[src/rtl/config_loader.sv]
// Serial configuration loader: takes host words and shifts them LSB-first
// into a fabric scan chain of CHAIN_LEN bits, one word per LOAD/SHIFT round.
module config_loader #(
    parameter int CHAIN_LEN = 32,
    parameter int WORD_W    = 8
) (
    input  logic              clk,
    input  logic              rst_n,
    input  logic              start,
    input  logic              abort,
    input  logic [WORD_W-1:0] data_in,
    input  logic              data_valid,
    output logic              data_ready,
    output logic              scan_out,
    output logic              scan_en,
    output logic              busy,
    output logic              done
);

    localparam int BW = $clog2(CHAIN_LEN + 1);
    localparam int WW = $clog2(WORD_W + 1);

    typedef enum logic [1:0] {
        IDLE,
        LOAD,
        SHIFT,
        DONE
    } state_t;

    state_t            state, state_n;
    logic [BW-1:0]     bits_left, bits_left_n;
    logic [WW-1:0]     word_left, word_left_n;
    logic [WORD_W-1:0] shift_reg, shift_reg_n;
    logic [1:0]        rst_sync;
    logic              rst_core_n;

    // Reset asserts immediately but releases only on a clk edge.
    always_ff @(posedge clk or negedge rst_n) begin
        if (!rst_n) begin
            rst_sync <= 2'b00;
        end else begin
            rst_sync <= {rst_sync[0], 1'b1};
        end
    end

    assign rst_core_n = rst_sync[1];

    always_ff @(posedge clk or negedge rst_core_n) begin
        if (!rst_core_n) begin
            state     <= IDLE;
            bits_left <= '0;
            word_left <= '0;
            shift_reg <= '0;
        end else begin
            state     <= state_n;
            bits_left <= bits_left_n;
            word_left <= word_left_n;
            shift_reg <= shift_reg_n;
        end
    end

    always_comb begin
        state_n     = state;
        bits_left_n = bits_left;
        word_left_n = word_left;
        shift_reg_n = shift_reg;
        if (abort) begin
            state_n     = IDLE;
            bits_left_n = '0;
            word_left_n = '0;
            shift_reg_n = '0;
        end else begin
            case (state)
                IDLE, DONE: begin
                    if (start) begin
                        state_n     = LOAD;
                        bits_left_n = BW'(CHAIN_LEN);
                        word_left_n = '0;
                    end
                end
                LOAD: begin
                    if (data_valid) begin
                        state_n     = SHIFT;
                        shift_reg_n = data_in;
                        // A short final word only shifts what the chain still needs.
                        if (int'(bits_left) < WORD_W) begin
                            word_left_n = WW'(bits_left);
                        end else begin
                            word_left_n = WW'(WORD_W);
                        end
                    end
                end
                SHIFT: begin
                    shift_reg_n = shift_reg >> 1;
                    word_left_n = (word_left != '0) ? word_left - WW'(1) : '0;
                    bits_left_n = (bits_left != '0) ? bits_left - BW'(1) : '0;
                    if (bits_left <= BW'(1)) begin
                        state_n = DONE;
                    end else if (word_left <= WW'(1)) begin
                        state_n = LOAD;
                    end
                end
                default: state_n = IDLE;
            endcase
        end
    end

    assign scan_en    = (state == SHIFT);
    assign scan_out   = (state == SHIFT) & shift_reg[0];
    assign data_ready = (state == LOAD);
    assign busy       = (state == LOAD) | (state == SHIFT);
    assign done       = (state == DONE);

endmodule

[config.mk]
export PLATFORM = sky130hd
export DESIGN_NAME = config_loader
export DESIGN_NICKNAME = d
export VERILOG_FILES = /design/src/rtl/config_loader.sv
export SDC_FILE = /design/constraint.sdc
export NUM_CORES = 1
export LEC_CHECK = 0
export CAP_MARGIN = 15
export CORE_MARGIN = 5
export CORE_UTILIZATION = 45
export DETAILED_ROUTE_END_ITERATION = 10
export GPL_TIMING_DRIVEN = 0
export PLACE_DENSITY = 0.71
export SLEW_MARGIN = 40
export SYNTH_ARGS = -nofsm -noshare
export SYNTH_HDL_FRONTEND = slang
export SYNTH_SLANG_ARGS = --single-unit
[constraint.sdc]
create_clock -name clk -period 1.65 [get_ports clk]
set_clock_uncertainty 0.2 [all_clocks]
set_input_delay 0.2475 -clock clk [delete_from_list [all_inputs] [get_ports clk]]
set_output_delay 0.2475 -clock clk [all_outputs]
set_load 0.05 [all_outputs]
* Yosys cells after proc, flatten, opt, wreduce, memory -nomap -nowiden
Index checks and enable logic that the tools add are counted.
** Word-level totals
- Register bits after elaboration :: 22
- Output and inout bits :: 5
** Cells by class
- Add/subtract/negate cells :: 2
- Order comparisons :: 3
- Eq/ne operators :: 6
- Mux-type cells :: 19
- Bitwise operators :: 2
- Reductions and logical operators :: 10
** Operators with widths (count)
- two-way mux 4 bit :: 5
- two-way mux 6 bit :: 3
- two-way mux 8 bit :: 2
- case mux 8 bit (2 select lines) :: 1
- case mux 4 bit (3 select lines) :: 1
- case mux 6 bit (2 select lines) :: 1
- two-way mux 2 bit :: 5
- less-or-equal comparator 6 x 1 -> 1 bit, second input constant :: 1
- less-than comparator 6 x 4 -> 1 bit, second input constant :: 1
- != test 3 bit, second input constant :: 2
- case mux 2 bit (3 select lines) :: 1
- AND reduction 2 bit :: 3
- nonzero test 3 bit :: 2
- nonzero test 6 bit :: 1
- subtractor 6 x 1 -> 6 bit, second input constant :: 1
- equality test 2 bit, second input constant :: 2
- less-or-equal comparator 4 x 1 -> 1 bit, second input constant :: 1
- != test 4 x 2 -> 1 bit, second input constant :: 1
- nonzero test 4 bit :: 1
- subtractor 4 x 1 -> 4 bit, second input constant :: 1
- AND reduction 3 bit :: 1
- equality test 2 x 1 -> 1 bit, second input constant :: 1
- zero test 2 bit :: 1
- OR reduction 2 bit :: 1
- 2 further kinds :: 2

* Longest topological paths before layout
Gate-level depths: netlist of the first run.
- Depth after elaboration :: 5
- Gate-level depth with buffers :: 8
- Gate-level depth less buffers :: 6

* Worst setup path after synthesis of the first run
Ideal clock, no wire load.
- Path kind :: register -> output
- Start :: register state[0]
- End :: output port scan_out
- Arrival :: 2102 ps
- Data required time :: 1202 ps
- Slack :: -900 ps
- Cell stages (with the launch flop) :: 6
- Buffers on the path :: 2
- Path through :: dfrtp_1 > inv_1 > ha_1 > clkbuf_1 > clkbuf_1 > and2_1
** Between the ends
- Word-level cells in the longest chain between the ends :: 2
** RTL lines
- start: declaration :: line 30 : state_t state, state_n;
- start signal: assignment :: line 55 : state <= state_n;
- equality test 2 bit
- via scan_en :: line 15 : output logic scan_en,
- AND 1 bit :: line 109 : assign scan_out = (state == SHIFT) & shift_reg[0];
- end: declaration :: line 14 : output logic scan_out,
The timed path passes the listed nets, and every way through them passes these cells.

* Final worst setup path of the first run
- Start :: register state[1]
- End :: output port scan_out
** Between the ends
- Word-level cells in the longest chain between the ends :: 2
** RTL lines (line)
- equality test 2 bit :: 109
- AND 1 bit :: 109
Every way passes these cells.

==> results of run 1 <==
worst max-delay path: cells and delay by family (launching register included):
| family | cells | cell delay [ns] |
|---|---|---|
| adders and majority gates | 1 | 0.19 |
| DFF | 1 | 0.45 |
| and+or+nand+nor | 1 | 0.13 |
| buffers and inverters | 3 | 0.39 |
worst paths after layout:
path | startpoint | endpoint | slack, ns | depth (start not counted)
worst min register to register | rst_sync[1]$_DFF_PN0_ | shift_reg[7]$_DFFE_PN0P_ | 0.01 | 0
worst min-delay path | rst_sync[1]$_DFF_PN0_ | shift_reg[7]$_DFFE_PN0P_ | 0.01 | 0
worst max register to register | state[0]$_DFFE_PN0P_ | shift_reg[0]$_DFFE_PN0P_ | -0.26 | 8
min in group clk | rst_sync[0]$_DFF_PN0_ | rst_sync[1]$_DFF_PN0_ | 0.18 | 0
worst max-delay path | state[1]$_DFFE_PN0P_ | scan_out | -0.28 | 5
max in group asynchronous | rst_n | rst_sync[1]$_DFF_PN0_ | 0.71 | 2
power by group:
part / switching [uW] / internal [uW]
Clock: 177 / 135
Combinational: 974 / 954
Sequential: 94.2 / 647
Total: 1240 / 1740
placed cells by master, fill, tap and decap left out, types with 4 or more instances in the layout:
cell type / count
dfrtp_2: 5
nor2_1: 8
mux2i_1: 7
o21ai_2: 4
clkdlybuf4s50_1: 11
nand2_1: 8
nand2_2: 6
nor3_1: 5
o31ai_2: 5
buf_6: 11
buf_4: 19
dfrtp_1: 17
layout make-up:
cell class	count	area, um2	area share [%]
tap	31	38.79	1.934
buffer	5	58.81	2.932
timing repair buffer	44	410.4	20.46
sequential	22	556.8	27.76
clock buffer	4	36.28	1.809
multi-input combinational	96	879.6	43.86
inverter	6	25.02	1.248
routing by layer:
layer | vias to the layer above | track usage [%]
li1 | 566 | -
met1 | 608 | 22.36
met2 | 36 | 32.51
met3 | 6 | 3.058
met4 | 0 | 6.366
met5 | - | 0
metrics by stage:
stage	setup slack (ns)	cell area, um2	hold slack (ns)	total power [uW]
final	-0.2837	2006	0.01269	2980
after global routing	-0.3471	2006	0.07343	3143
after global placement	-0.8161	1541	0.1414	1978
after CTS	-0.2956	1917	0.1774	2837
after floorplan	-0.1939	1343	-0.2481	1721
after detailed placement	-0.8184	1541	0.1403	2012
repair_timing:
action                                  CTS  global route
gates resized for setup                  70            23
endpoints found under the setup margin   25            25
hold buffers                              1             0
cloned                                    1             0
buffers inserted                         23             3
pin swaps                                14            14
hold endpoints to repair                  2             0
logic make-up (layout without fill, tap and decap cells):
family / after synthesis / after routing / share of synthesized area [%]
AND/OR/NAND/NOR: 47 / 47 / 18.74
other: 1 / 1 / 0.2988
buffers and inverters: 11 / 59 / 3.389
AO/OA/AOI/OAI: 35 / 35 / 22.24
flip-flops: 22 / 22 / 43.87
adder cells (fa/ha/maj): 5 / 5 / 4.985
multiplexers: 8 / 8 / 6.481
==> impl_metrics.yaml, run 1 <==
outcome:
  status: "finished, violations left"
  violations: "setup timing"
worst_setup_path:
  crit_slowest_cell: "dfrtp_1"
  crit_arrival_ns: 1.49
  max_stage_delay_ns: 0.45
  path_max_fanout: 3
  criticalPathCategory: "reg2out"
  start_kind: "register"
  crit_top_cell: "buf_8"
  path_cells: "ha_4, buf_8, clkbuf_16, and2_4, buf_8"
  worstPathRequired_ns: 1.20
  cp-end-kind: "output pin"
timing:
  setup_tns_ns: -4.306
  setup_violations: 25
  hold_viol_final: 0
  setup_ws_ns: -0.2837
  worst_slew_pin_slew_ns: 0.6756
  relSlewSlack_pct: 54.96
  finalCritPeriodShare_pct: 117.2
  rsz0062_at_grt: "yes"
  finalMaxSlewViolations: 0
  post-route-min-period_ns: 1.934
  fmax_ghz: 0.5171
grt:
  grt_max_degree: 21
  grt_pass1_wl_mm: 5.754
  grt-ovfl-total: 0
  track_usage_pct: 18.40
  antenna_found_initial: 0
  grt_pass1_vias: 1229
clock_tree:
  insertion_delay_ns: 0.32
  htreeDepth: 1
  clk_path_buf_depth: 2
  cts_sinks: 22
  cts_tree: "yes"
  numCtsBuffers: 3
  ctsRootBufferMaster: "clkbuf_4"
  path_clk_slew_ns: 0.13
logic_synthesis:
  synth_edf_count: 0
  ys_warn_count: 0
  ys_types: 34
  synthCells: 129
  synth_top_cell_by_area: "dfrtp_1"
  yosysSeqAreaShare_pct: 43.87
  synth_top_cell_area_share_pct: 43.87
  yosys-top-cells-count: "dfrtp_1, nand2_1, nor2_1"
  syn_avg_cell_area_um2: 9.728
  yosysMostFrequentCell: "dfrtp_1"
  synth_ff_type: "dfrtp_1"
  synth_area_leaders: "dfrtp_1, mux2i_1, ha_1, o31ai_1, nand2_1"
  syn_area_mm2: 0.001255
  synth-async-reset-ratio_pct: 100.0
  ys_ff_latch: 22
  synth_nets: 147
layout:
  drive_gt1_share_pct: 49.15
  num-fill-cells: 180
  syn_to_final_growth_pct: 59.82
  antenna_cells: 0
  fin_util_pct: 74.01
  largest_register_ffs: 8
  layoutNonFillerInstCount: 208
  num-nets-final: 196
routing:
  first_iter_violations: 95
  wl_met1_mm: 1.398
  wirelength_mm: 3.591
  vias: 1216
  via_per_inst: 5.846
  ant_nets: 0
  wl_met2_mm: 1.987
  highest-signal-layer: "met4"
  wl_met3_um: 159
  drc: 0
  dr.pass1.iters: 4
  wl_per_cell_um: 17.26
die:
  die_area_mm2: 0.003945
  coreArea_mm2: 0.002710
  die_w_um: 62.81
  initial_core_util_pct: 46.31
  rows: 19
  pin_count: 18
  die_y_um: 62.81
place:
  numPortBuffers: 16
  dp_cells: 176
  place_congestion: 0.8809
  dpl.hpwl_mm: 2.166
power:
  powerDensity_mw_per_mm2: 1486
  ir_drop_uv: 1264
  leakage_uw: 0.0008446
job:
  cap_violations: 0
min_path:
  hold_path_class: "reg2async"
(Power assumes the default switching activity.)
==> run 2, diff against run 1 <==
- CORE_UTILIZATION: 45 -> 57
- PLACE_DENSITY: 0.71 -> 0.83
- clock period: 1.65 -> 2.4 ns (I/O delays scaled with it)
==> run 2 against run 1 <==
The flow now finishes without violations. Die area decreased by 18%. Critical path type unchanged. Via count decreased by 11%. Sequential power decreased by 32%. Combinational power decreased by 61%. Wire length decreased by 24%. Register-to-register slack improved by 0.41 ns. Cell count decreased by 14%. Utilization decreased by 3.6 points. Largest power group unchanged. Highest routed layer unchanged.
==> impl_metrics.yaml, run 2 (synthesis results as in run 1) <==
worst_setup_path:
  cp-end-kind: "output pin"
  max_stage_delay_ns: 0.52
  crit_slowest_cell: "dlygate4sd2_1"
  worstPathRequired_ns: 1.84
  crit_arrival_ns: 1.74
  path_cells: "inv_1, ha_2, inv_1, dlygate4sd2_1"
  path_max_fanout: 5
  criticalPathCategory: "reg2out"
  start_kind: "register"
  crit_top_cell: "inv_1"
clock_tree:
  ctsRootBufferMaster: "clkbuf_4"
  insertion_delay_ns: 0.31
  cts_tree: "yes"
  path_clk_slew_ns: 0.12
  post_cts_buffers: 0
  htreeDepth: 1
  cts_sinks: 22
  clk_path_buf_depth: 2
  numCtsBuffers: 3
layout:
  num-nets-final: 169
  layoutNonFillerInstCount: 178
  largest_register_ffs: 8
  drive_gt1_share_pct: 12.00
  seqCellArea_um2: 551.8
  antenna_cells: 0
  multi_input_area_um2: 665.6
  fin_util_pct: 70.41
  design_area_mm2: 0.001513
  num-fill-cells: 164
  final_common_cell: "dfrtp_1"
  syn_to_final_growth_pct: 20.54
  layout_common_cells: "dfrtp_1, nand2_1, clkdlybuf4s50_1"
job:
  cap_violations: 0
power:
  swShare_pct: 43.59
  powerDensity_mw_per_mm2: 963.3
  ir_drop_uv: 703.4
  pwr-share-seq_pct: 34.8
  combinationalPowerShare_pct: 51.2
  p_switching_uw: 635.2
  pwr-share-clk_pct: 14.1
  p_int_uw: 822.0
  leakage_uw: 0.0006423
timing:
  worst_slew_pin_slew_ns: 0.5844
  post-route-min-period_ns: 2.299
  setup_tns_ns: 0
  rsz0062_at_grt: "no"
  hold_viol_final: 0
  finalCritPeriodShare_pct: 95.79
  setup_violations: 0
  fmax_ghz: 0.4350
  relSlewSlack_pct: 61.04
  setup_ws_ns: 0.1010
  finalMaxSlewViolations: 0
die:
  die_area_mm2: 0.003240
  initial_core_util_pct: 58.42
  pin_count: 18
  die_y_um: 56.92
  coreArea_mm2: 0.002148
  rows: 17
  die_w_um: 56.92
routing:
  dr.pass1.iters: 4
  via_per_inst: 6.051
  wirelength_mm: 2.717
  drc: 0
  first_iter_violations: 39
  vias: 1077
  ant_nets: 0
  wl_per_cell_um: 15.26
place:
  dpl.hpwl_mm: 2.038
  post_dp_cell_area_mm2: 0.001455
  place_congestion: 0.8868
  numPortBuffers: 16
  dp_cells: 173
  pre_cts_ws_ns: -0.4798
grt:
  grt_max_degree: 21
  grt_pass1_wl_mm: 4.636
  grt-ovfl-total: 0
  track_usage_pct: 17.85
  antenna_found_initial: 0
  grt_pass1_vias: 1025
outcome:
  status: "completed"
min_path:
  hold_path_class: "reg2async"
==> run 2: changes by cell type in the layout (fill, tap and decap cells not counted), sizes merged <==
| cell | previous run | this run |
|---|---|---|
| clkbuf | 7 | 9 |
| buf | 34 | 2 |
| dlygate4sd2 | 0 | 1 |
| dlymetal6s2s | 0 | 1 |
| clkdlybuf4s50 | 11 | 12 |
==> run 2: path summary, 6_finish.rpt <==
check                                      startpoint  depth (start not counted)                  endpoint  slack [ns]
worst max-delay path             state[0]$_DFFE_PN0P_                          4                      busy        0.10
worst min-delay path            rst_sync[1]$_DFF_PN0_                          0  bits_left[4]$_DFFE_PN0P_        0.02
worst max register to register   state[1]$_DFFE_PN0P_                          6      state[0]$_DFFE_PN0P_        0.15
worst min register to register  rst_sync[1]$_DFF_PN0_                          0  bits_left[4]$_DFFE_PN0P_        0.02
max in group asynchronous                       rst_n                          2     rst_sync[1]$_DFF_PN0_        1.33
min in group clk                rst_sync[0]$_DFF_PN0_                          0     rst_sync[1]$_DFF_PN0_        0.19
==> run 2: timing repair <==
action                                  4_1_cts  5_1_grt
endpoints found under the hold margin         2        0
resized for setup                            11        6
pin swaps                                     0        0
hold buffers                                  1        0
endpoints found under the setup margin        3        8
==> run 2: final cells by class <==
type,count,share of cell area [%]
Tap cell,28,2.316
Inverter,6,1.489
Buffer,5,2.233
Multi-Input combinational cell,96,44.00
Clock buffer,4,2.399
Timing Repair Buffer,17,11.08
Sequential cell,22,36.48
==> run 2: routing by layer <==
metal  track usage [%]  wire (um)  up-vias
met3             3.218        154        9
li1                  -          -      508
met2             28.38       1311       41
met4             8.940         79        0
met1             23.18       1172      519
met5                 0          0        -
==> run 2: per-stage QoR <==
step,power [uW],hold slack (ns)
after floorplan,1065,-0.1356
after global placement,1225,0.1424
after detailed placement,1254,0.1535
after CTS,1453,0.1606
after global routing,1554,0.06839
final,1457,0.01669
==> run 2: worst max-delay path, delay by kind of cell (launching register included) <==
family	cells	cell delay, ns
flops	1	0.44
buf+inv	3	0.68
fa+ha+maj	1	0.31
==> run 2: power by group through the flow <==
stage	clock network (uW)	logic (uW)	registers, uW
6_report	205	746	507
5_1_grt	233	803	519
4_1_cts	207	740	506
3_5_place_dp	0	740	514
3_3_place_gp	0	720	505
2_1_floorplan	0	570	494
==> run 3, diff against run 2 <==
==> constraint.sdc (replaced) <==
create_clock -name clk -period 2.4 [get_ports clk]
set_clock_uncertainty 0.2 [all_clocks]
set_input_delay 0.36 -clock clk [delete_from_list [all_inputs] [get_ports clk]]
set_output_delay 0.36 -clock clk [all_outputs]
set_load 0.02 [all_outputs]
==> run 3 against run 2 <==
Largest cell class unchanged. Cell area increased by 0.83%. Cell count is 0.56% higher. Critical path type unchanged. Via count down 4.5%. Fmax up 1.3%. Critical endpoint is now scan_out. Sequential cell count unchanged. Wire length fell by 2.1%. Non-clock buffer count grew 1. Power decreased by 4.9%. Die area unchanged. Global-route usage decreased by 0.80 points.
==> impl_metrics.yaml, run 3 (synthesis results as in run 1) <==
place:
  place_congestion: 0.8260
  dpl.hpwl_mm: 2.017
  dp_cells: 173
  numPortBuffers: 16
timing:
  hold_viol_final: 0
  fmax_ghz: 0.4406
  setup_violations: 0
  finalMaxSlewViolations: 0
  worst_slew_pin_slew_ns: 0.6196
  rsz0062_at_grt: "no"
  relSlewSlack_pct: 58.69
  post-route-min-period_ns: 2.269
  finalCritPeriodShare_pct: 94.56
layout:
  syn_to_final_growth_pct: 21.54
  largest_register_ffs: 8
  drive_gt1_share_pct: 11.26
  final_common_cell: "dfrtp_1"
  layout_common_cells: "dfrtp_1, nand2_1, clkdlybuf4s50_1"
  layoutNonFillerInstCount: 179
  antenna_cells: 0
  num-fill-cells: 165
  num-nets-final: 170
die:
  die_area_mm2: 0.003240
  coreArea_mm2: 0.002148
  initial_core_util_pct: 58.42
  die_y_um: 56.92
  pin_count: 18
  rows: 17
  die_w_um: 56.92
job:
  cap_violations: 0
clock_tree:
  numCtsBuffers: 3
  ctsRootBufferMaster: "clkbuf_4"
  clk_path_buf_depth: 2
  htreeDepth: 1
  insertion_delay_ns: 0.30
  cts_sinks: 22
  path_clk_slew_ns: 0.12
  cts_tree: "yes"
worst_setup_path:
  cp-end-kind: "output pin"
  start_kind: "register"
  crit_arrival_ns: 1.71
  reg2reg_setup_slack_ns: 0.22
  path_max_fanout: 10
  worstPathRequired_ns: 1.84
  criticalPathCategory: "reg2out"
power:
  p_int_uw: 839.5
  powerDensity_mw_per_mm2: 908.9
  leakage_uw: 0.0006405
  swShare_pct: 39.44
  combinationalPowerShare_pct: 49.1
  finalPower_uw: 1386
  p_switching_uw: 546.7
  pwr-share-clk_pct: 14.6
  pwr-share-seq_pct: 36.3
  ir_drop_uv: 649.4
routing:
  wl_per_cell_um: 14.86
  ant_nets: 0
  first_iter_violations: 23
  vias: 1029
  drc: 0
  wirelength_mm: 2.660
  dr.pass1.iters: 4
  via_per_inst: 5.749
min_path:
  hold_path_class: "reg2async"
grt:
  grt-ovfl-total: 0
  track_usage_pct: 17.05
  grt_pass1_wl_mm: 4.443
  grt_pass1_vias: 1002
  grt_max_degree: 21
  antenna_found_initial: 0
outcome:
  status: "completed"
[run 3: layout make-up]
cell class              count  area, um2  area share (%)
plain buffers               5      35.03           2.297
clock buffers               4      36.28           2.379
inverters                   6      22.52           1.477
multi-input cells          96      664.4           43.56
flip-flops and latches     22      551.8           36.18
well taps                  28      35.03           2.297
repair buffers             18      180.2           11.81
[run 3: timing repair]
action,4_1_cts,5_1_grt
setup endpoints to repair,3,2
setup buffers,0,1
endpoints found under the hold margin,2,0
resized for setup,9,5
gates cloned,0,0
hold buffers,1,0
pin swaps,0,0
[run 3: critical path: stages, from the launching register on]
cell and delay [ns]:
dfrtp_1 0.41, inv_1 0.08, ha_1 0.21, buf_4 0.17
buf_8 0.15, and2_1 0.13, clkdlybuf4s15_2 0.24
[run 3: worst paths after layout]
kind                                        from                  endpoint  cells past startpoint
max                         state[0]$_DFFE_PN0P_                  scan_out                      6
min                        rst_sync[1]$_DFF_PN0_  bits_left[5]$_DFFE_PN0P_                      0
max reg2reg                 state[0]$_DFFE_PN0P_  shift_reg[3]$_DFFE_PN0P_                      8
min reg2reg                rst_sync[1]$_DFF_PN0_  bits_left[5]$_DFFE_PN0P_                      0
max in group asynchronous                  rst_n     rst_sync[1]$_DFF_PN0_                      2
min in group clk           rst_sync[0]$_DFF_PN0_     rst_sync[1]$_DFF_PN0_                      0
[run 3: per-layer routing]
metal  wire length, um  share of wire (%)  up-vias  track usage, %
met1              1226                 46      502           22.06
met5                 0                  0        -               0
met4                27                1.0        0           6.954
met2              1333                 50       15           28.71
met3                73                2.7        4           2.069
li1                  -                  -      508               -
[run 3: through the flow]
stage               worst slack, ns  hold WS (ns)  util, %  instance area (um2)  setup TNS, ns
floorplan                    0.1575       -0.1356        -                 1255              0
global placement            -0.4059        0.1426    67.50                 1450        -0.4059
detailed placement          -0.4402        0.1357    67.50                 1450        -0.4402
CTS                         0.01899        0.1672    70.30                 1510              0
global route              0.0003005       0.06099    71.00                 1525              0
finish                       0.1305       0.01625    71.00                 1525              0
[run 3: power by group through the flow]
stage | Combinational, uW | Clock (uW) | Sequential [uW]
floorplan | 481 | 0 | 494
global route | 736 | 226 | 514
CTS | 661 | 207 | 503
detailed placement | 652 | 0 | 511
finish | 681 | 202 | 503
global placement | 636 | 0 | 506
